## src/rtl/toggle_pulse_gen.sv

```systemverilog
`default_nettype none
// ============================================================================
//  Module   : toggle_pulse_gen
//  Purpose  : Synchronises and debounces a raw push-button level and emits a
//             single-cycle toggle pulse per clean press, for driving the T
//             input of a downstream T flip-flop.
//  Ports    : clk         - system clock, rising edge
//             rst         - asynchronous active-high reset
//             btn_in      - raw, asynchronous, possibly bouncing button level
//             en          - pulse enable, sampled on the press-accepting edge
//             t_out       - registered one-cycle toggle pulse
//             btn_stable  - registered debounced button level
//             press_count - enabled accepted presses, wraps mod 2^COUNT_W
//  Revision : 1.0 - initial release
// ============================================================================
module toggle_pulse_gen #(
    parameter int DEBOUNCE_CYCLES = 4,
    parameter int CNT_W           = 3,
    parameter int COUNT_W         = 8
) (
    input  logic               clk,
    input  logic               rst,
    input  logic               btn_in,
    input  logic               en,
    output logic               t_out,
    output logic               btn_stable,
    output logic [COUNT_W-1:0] press_count
);

    localparam logic [1:0] c_IDLE       = 2'd0;
    localparam logic [1:0] c_DB_PRESS   = 2'd1;
    localparam logic [1:0] c_PRESSED    = 2'd2;
    localparam logic [1:0] c_DB_RELEASE = 2'd3;

    // Counter value on which the final confirming sample is seen.
    localparam logic [CNT_W-1:0] c_DB_LAST = CNT_W'(DEBOUNCE_CYCLES - 1);
    localparam logic [CNT_W-1:0] c_CNT_ONE = CNT_W'(1);

    logic               r_s1;
    logic               r_s;
    logic [1:0]         r_state;
    logic [CNT_W-1:0]   r_cnt;
    logic               r_t_out;
    logic               r_btn_stable;
    logic [COUNT_W-1:0] r_press_count;

    logic [1:0]         w_state_nxt;
    logic [CNT_W-1:0]   w_cnt_nxt;
    logic               w_accept;
    logic               w_pulse;
    logic               w_stable_nxt;

    // Two-flop synchroniser; only r_s is visible to the state machine.
    always_ff @(posedge clk or posedge rst) begin
        if (rst) begin
            r_s1 <= 1'b0;
            r_s  <= 1'b0;
        end else begin
            r_s1 <= btn_in;
            r_s  <= r_s1;
        end
    end

    always_comb begin
        w_state_nxt = r_state;
        w_cnt_nxt   = r_cnt;
        w_accept    = 1'b0;
        case (r_state)
            c_IDLE: begin
                if (r_s) begin
                    w_state_nxt = c_DB_PRESS;
                    w_cnt_nxt   = c_CNT_ONE;
                end
            end
            c_DB_PRESS: begin
                if (!r_s) begin
                    w_state_nxt = c_IDLE;
                    w_cnt_nxt   = '0;
                end else if (r_cnt == c_DB_LAST) begin
                    w_state_nxt = c_PRESSED;
                    w_cnt_nxt   = '0;
                    w_accept    = 1'b1;
                end else begin
                    w_cnt_nxt   = r_cnt + c_CNT_ONE;
                end
            end
            c_PRESSED: begin
                if (!r_s) begin
                    w_state_nxt = c_DB_RELEASE;
                    w_cnt_nxt   = c_CNT_ONE;
                end
            end
            c_DB_RELEASE: begin
                // A bounce back high returns to PRESSED without re-accepting,
                // so no second pulse can be generated for the same press.
                if (r_s) begin
                    w_state_nxt = c_PRESSED;
                    w_cnt_nxt   = '0;
                end else if (r_cnt == c_DB_LAST) begin
                    w_state_nxt = c_IDLE;
                    w_cnt_nxt   = '0;
                end else begin
                    w_cnt_nxt   = r_cnt + c_CNT_ONE;
                end
            end
            default: begin
                w_state_nxt = c_IDLE;
                w_cnt_nxt   = '0;
            end
        endcase
    end

    // en only matters on the single accepting edge.
    assign w_pulse      = w_accept & en;
    assign w_stable_nxt = (w_state_nxt == c_PRESSED) || (w_state_nxt == c_DB_RELEASE);

    always_ff @(posedge clk or posedge rst) begin
        if (rst) begin
            r_state       <= c_IDLE;
            r_cnt         <= '0;
            r_t_out       <= 1'b0;
            r_btn_stable  <= 1'b0;
            r_press_count <= '0;
        end else begin
            r_state       <= w_state_nxt;
            r_cnt         <= w_cnt_nxt;
            r_t_out       <= w_pulse;
            r_btn_stable  <= w_stable_nxt;
            r_press_count <= r_press_count + COUNT_W'(w_pulse);
        end
    end

    assign t_out       = r_t_out;
    assign btn_stable  = r_btn_stable;
    assign press_count = r_press_count;

endmodule
`default_nettype wire

```

## config.mk

```make
export PLATFORM = sky130hd
export DESIGN_NAME = toggle_pulse_gen
export DESIGN_NICKNAME = d
export VERILOG_FILES = /design/src/rtl/toggle_pulse_gen.sv
export SDC_FILE = /design/constraint.sdc
export NUM_CORES = 1
export LEC_CHECK = 0
export CAP_MARGIN = 40
export CORE_UTILIZATION = 51
export CTS_BUF_LIST = sky130_fd_sc_hd__clkbuf_8
export CTS_CLUSTER_DIAMETER = 120
export DETAILED_ROUTE_END_ITERATION = 10
export HOLD_SLACK_MARGIN = 0.02
export PLACE_DENSITY = 0.8
export RECOVER_POWER = 50
export SLEW_MARGIN = 10
export SYNTH_ARGS = -nofsm -noshare
export SYNTH_HDL_FRONTEND = slang
export SYNTH_SLANG_ARGS = --single-unit
```

## constraint.sdc

```tcl
create_clock -name clk -period 2.1 [get_ports clk]
set_input_delay 0.63 -clock clk [delete_from_list [all_inputs] [get_ports clk]]
set_output_delay 0.63 -clock clk [all_outputs]
set_load 0.02 [all_outputs]
```

# Word-level counts from Yosys, hierarchy flattened
# Index checks and enable logic that the tools add are counted.
# W data, S select, Z words.
[totals] regBits=17 input_bits=4 output_inout_bits=10 elab_cells=37
[op_classes] add_sub_neg=2 n_eq_ne=8 mux=16 n_bitwise=1 reduce_logical=3
[ops] cell="$mux W3" n=5
[ops] cell="$mux W2" n=6
[ops] cell="$pmux W3 S4" n=1
[ops] cell="$add A8 B1 Y8" n=1
[ops] cell="$eq A2 B2 Y1 const B" n=4
[ops] cell="$pmux W2 S4" n=1
[ops] cell="$ne A2 B2 Y1 const B" n=2
[ops] cell="$add A3 B1 Y3 const B" n=1
[ops] cell="$eq A3 B2 Y1 const B" n=1
[ops] cell="$mux W1" n=3
[ops] cell="$eq A2 B1 Y1 const B" n=1
[ops] cell="$logic_not A2 Y1" n=1
[ops] cell="$reduce_and A2 Y1" n=1
[ops] cell="$and A1 B1 Y1" n=1
[ops] cell="$logic_or A1 B1 Y1" n=1

# Longest topological paths before layout
# Gate-level depths: netlist (run 1).
[depth] depth_word=6 mapped_depth=8 ltp_nobuf=8

# Least setup slack after synthesis (run 1)
# OpenSTA, ideal clock, no wires.
[synth_path] path_type="register to register" startpoint="register r_cnt[0]" endpoint="register r_press_count[6] (netlist: press_count[6])" setup_ns=0.129 arrival_ns=1.591 required_ns=1.971 setup_slack_ns=0.380 path_stages_with_launch=9 path_buffers=0 period_less_slack_ns=1.720 cell_sequence="dfrtp_1 -> ha_1 -> nor2b_1 -> nand2_1 -> nor3_1 -> ha_1 -> ha_1 -> nand3_1 -> xnor2_1"
[synth_between] elab_chain_cells=6
[synth_lines] item="start: declaration" line="42" source="logic [CNT_W-1:0] r_cnt;"
[synth_lines] item="start signal: assignment" line="126" source="r_cnt <= w_cnt_nxt;"
[synth_lines] item="$eq A3 B2 Y1" line="79" source="end else if (r_cnt == c_DB_LAST) begin"
[synth_lines] item="$mux W1" line="79"
[synth_lines] item="$mux W1" line="76" source="if (!r_s) begin"
[synth_lines] item="$mux W1" line="68" source="case (r_state)"
[synth_lines] item="$and A1 B1 Y1" line="114" source="assign w_pulse = w_accept & en;"
[synth_lines] item="net w_pulse" line="50" source="logic w_pulse;"
[synth_lines] item="$add A8 B1 Y8" line="129" source="r_press_count <= r_press_count + COUNT_W'(w_pulse);"
[synth_lines] item="end signal: assignment" line="129"
[synth_lines] item="end: declaration" line="45" source="logic [COUNT_W-1:0] r_press_count;"
# The timed path passes the listed nets, and every way through them passes these cells.
# A chain may end at the register's enable or synchronous reset.

# Worst setup path in the final report (run 1)
[layout_path] startpoint="register r_press_count[2] (netlist: press_count[2])" endpoint="output port press_count[2]"
[layout_rtl] item="end: declaration" line="27" source="output logic [COUNT_W-1:0] press_count"
# No word-level cell between the ends.

==> results.ini, run 1 <==
[logic_synthesis]
synth_area_sq_um=668
syn_nets=56
syn-mean-instance-area_sq_um=13.6
ys_ff_latch=17
synth_warnings=0
synth-async-reset-ratio_pct=100
yosysTopAreaCellShare_pct=63.7
synth_area_leaders=dfrtp_1, xnor2_1, ha_1
ys.flop_type=dfrtp_1
syn_inst=49
yosysSeqAreaShare_pct=63.7
yosys.cell_types.count=18
synth-edff-count=0
yosysTopAreaCell=dfrtp_1

[critical_path]
regToRegSetupSlack_ns=0.14
cp.depth=1
rr_worst_depth=8
reg2reg_from=r_cnt[0]
crit_buf_inv=1
worst-endpoint-required_ns=1.47
path_delay_family=buffers and inverters
max_stage_delay_ns=0.64
critPathKind=reg -> out
crit_slowest_cell=clkdlybuf4s50_1
critPathArrivalTime_ns=1.34
crit_path_end_kind=output pin
crit_start=press_count[2]
worstPathMaxFanout=5
startpoint_type=flop
reg2reg_to=press_count[4]
path_cells=clkdlybuf4s50_1
endpoint=press_count[2]

[routing]
viasPerCell=5.01
first_pass_iters=2
routed_wl_um=1120
drt-initial-drc-count=1
routedWlPerCell_um=13.5
vias=416
drt.antenna.violating_nets=0
drc_errors=0

[placement]
place_congestion=0.803
dp.final_hpwl_um=793
port-buffer-count=13
dp_cells=79

[cells_and_area]
syn2layout_area_growth_pct=30.5
diodes=0
layout-drive-gt1-share_pct=7.25
final_nets=77
stdcell_count=83
nFillCells=65
fin_util_pct=75.4

[clock_tree]
cts.reportedPaths.clkPinSlew_ns=0.07
clock-sinks=17
postCtsSetupBuffers=0
cts-root-buf=clkbuf_8
cts_tree=done
clk_latency_ns=0.25
clk_path_buf_depth=2
htreeDepth=1
cts_buffers=3
holdBufCountCts=0
post_cts_resized=0

[timing]
skew_ns=0.00395
fin_crit_sh_pct=93.6
final.min_clock_period_ns=1.97
tightest_slew_ns=0.869
holdWs_ns=0.352
finalSetupTns_ns=0
relSlewSlack_pct=42.1
fmaxAchievable_ghz=0.509
hold_viol=0
rsz0062_at_grt=false
setup_viol=0
maxSlewViolCount=0

[run]
maxCapViolCount=0

[power]
leakage_nw=0.438
power_density_nw_per_um2=1020
peakVddDrop_uv=684

[grt]
grt_util_all_layers_pct=18.9
grt_pass1_vias=418
met2_usage_pct=29.2
grt_max_degree=18
grt.busiest_layer=met2
grt_use_met3_pct=5.81
antenna_found_initial=0
grt_remaining_overflow=0
grt_pass1_wl_um=1830
use_met1_pct=25.3

[run_status]
status=completed

[floorplanning]
io_pins=14
fp.dieH_um=38.2
core_sq_um=1160
die-area_sq_um=1460
start_util_pct=57.8
die_x_um=38.2
std_cell_rows=12

[min_path]
hold_depth=0
hold_class=reg -> reg

==> power by group <==
| part | internal, mW | leakage, nW | switching, mW |
|---|---|---|---|
| clock | 0.129 | 0.0269 | 0.106 |
| sequential | 0.392 | 0.222 | 0.0508 |
| combinational | 0.108 | 0.189 | 0.106 |
| total | 0.630 | 0.438 | 0.264 |
==> placed cells by master (no fill, tap or decap) <==
master / n
a21o_1: 2
and2_1: 1
and3_1: 3
and4b_1: 1
buf_4: 2
clkbuf_1: 1
clkbuf_8: 3
clkdlybuf4s50_1: 11
dfrtp_1: 17
dlygate4sd3_1: 2
ha_1: 3
inv_1: 2
mux2_1: 2
nand2_1: 2
nand3_1: 5
nor2_1: 1
nor2b_1: 1
nor3_1: 1
o21a_1: 1
o21ai_0: 1
xnor2_1: 5
xor2_1: 2
==> cells in the mapped netlist, types with 2 or more instances <==
library cell / count
mux2_1: 2
a21o_1: 2
ha_1: 3
and3_1: 3
nand3_1: 5
dfrtp_1: 17
nand2_1: 2
xnor2_1: 5
==> cells by family (layout without fill, tap and decap cells) <==
kind of cell / count (synthesis) / in the layout / synth area share, %
XOR/XNOR: 7 / 7 / 10.3
flip-flops: 17 / 17 / 63.7
adder cells (fa/ha/maj): 3 / 3 / 5.62
AND/OR/NAND/NOR: 15 / 15 / 12.4
buffers and inverters: 1 / 21 / 0.561
multiplexers: 2 / 2 / 3.37
AO/OA/AOI/OAI: 4 / 4 / 4.12
==> per-stage QoR <==
step,power [mW],area (sq um),worst slack (ns)
5_1_grt,0.937,872,0.00927
3_3_place_gp,0.655,838,-0.0302
6_report,0.893,872,0.134
4_1_cts,0.909,883,0.146
3_5_place_dp,0.671,838,-0.0583
2_1_floorplan,0.573,668,0.380
==> registers in the layout, summed over array words and instances (netlist names) <==
register     flops
btn_stable       1
press_count      8
r_cnt            3
r_s              1
r_s1             1
r_state          2
t_out            1
==> metal layers <==
| metal | vias up | part of all wire (%) |
|---|---|---|
| li1 | 207 | - |
| met1 | 199 | 47 |
| met2 | 8 | 50 |
| met3 | 2 | 2.9 |
| met4 | 0 | 0.36 |
| met5 | - | 0 |
==> how the worst min path moves through the flow <==
stage | start | endpoint
floorplan | r_s1 | r_s
global placement | r_s1 | r_s
detailed placement | r_s1 | r_s
CTS | r_s1 | r_s
global route | r_s1 | r_s
finish | r_s1 | r_s
==> cell type report <==
class	instances	area [sq um]	area share, %
clock buffers	3	41.3	4.73
clock inverters	1	3.75	0.430
inverters	1	3.75	0.430
multi-input cells	31	231	26.5
flip-flops and latches	17	425	48.8
well taps	14	17.5	2.01
repair buffers	16	149	17.1
(Power assumes the default switching activity.)
==> run 2: changes to the inputs <==
--- a/config.mk
+++ b/config.mk
@@ -10,7 +10,7 @@
 export CTS_BUF_LIST = sky130_fd_sc_hd__clkbuf_8
 export CTS_CLUSTER_DIAMETER = 120
 export DETAILED_ROUTE_END_ITERATION = 10
-export HOLD_SLACK_MARGIN = 0.02
+export HOLD_SLACK_MARGIN = 0.12
 export PLACE_DENSITY = 0.8
 export RECOVER_POWER = 50
 export SLEW_MARGIN = 10
==> results of run 2 <==
The final DEF is identical to that of run 1; final timing and power are the same.
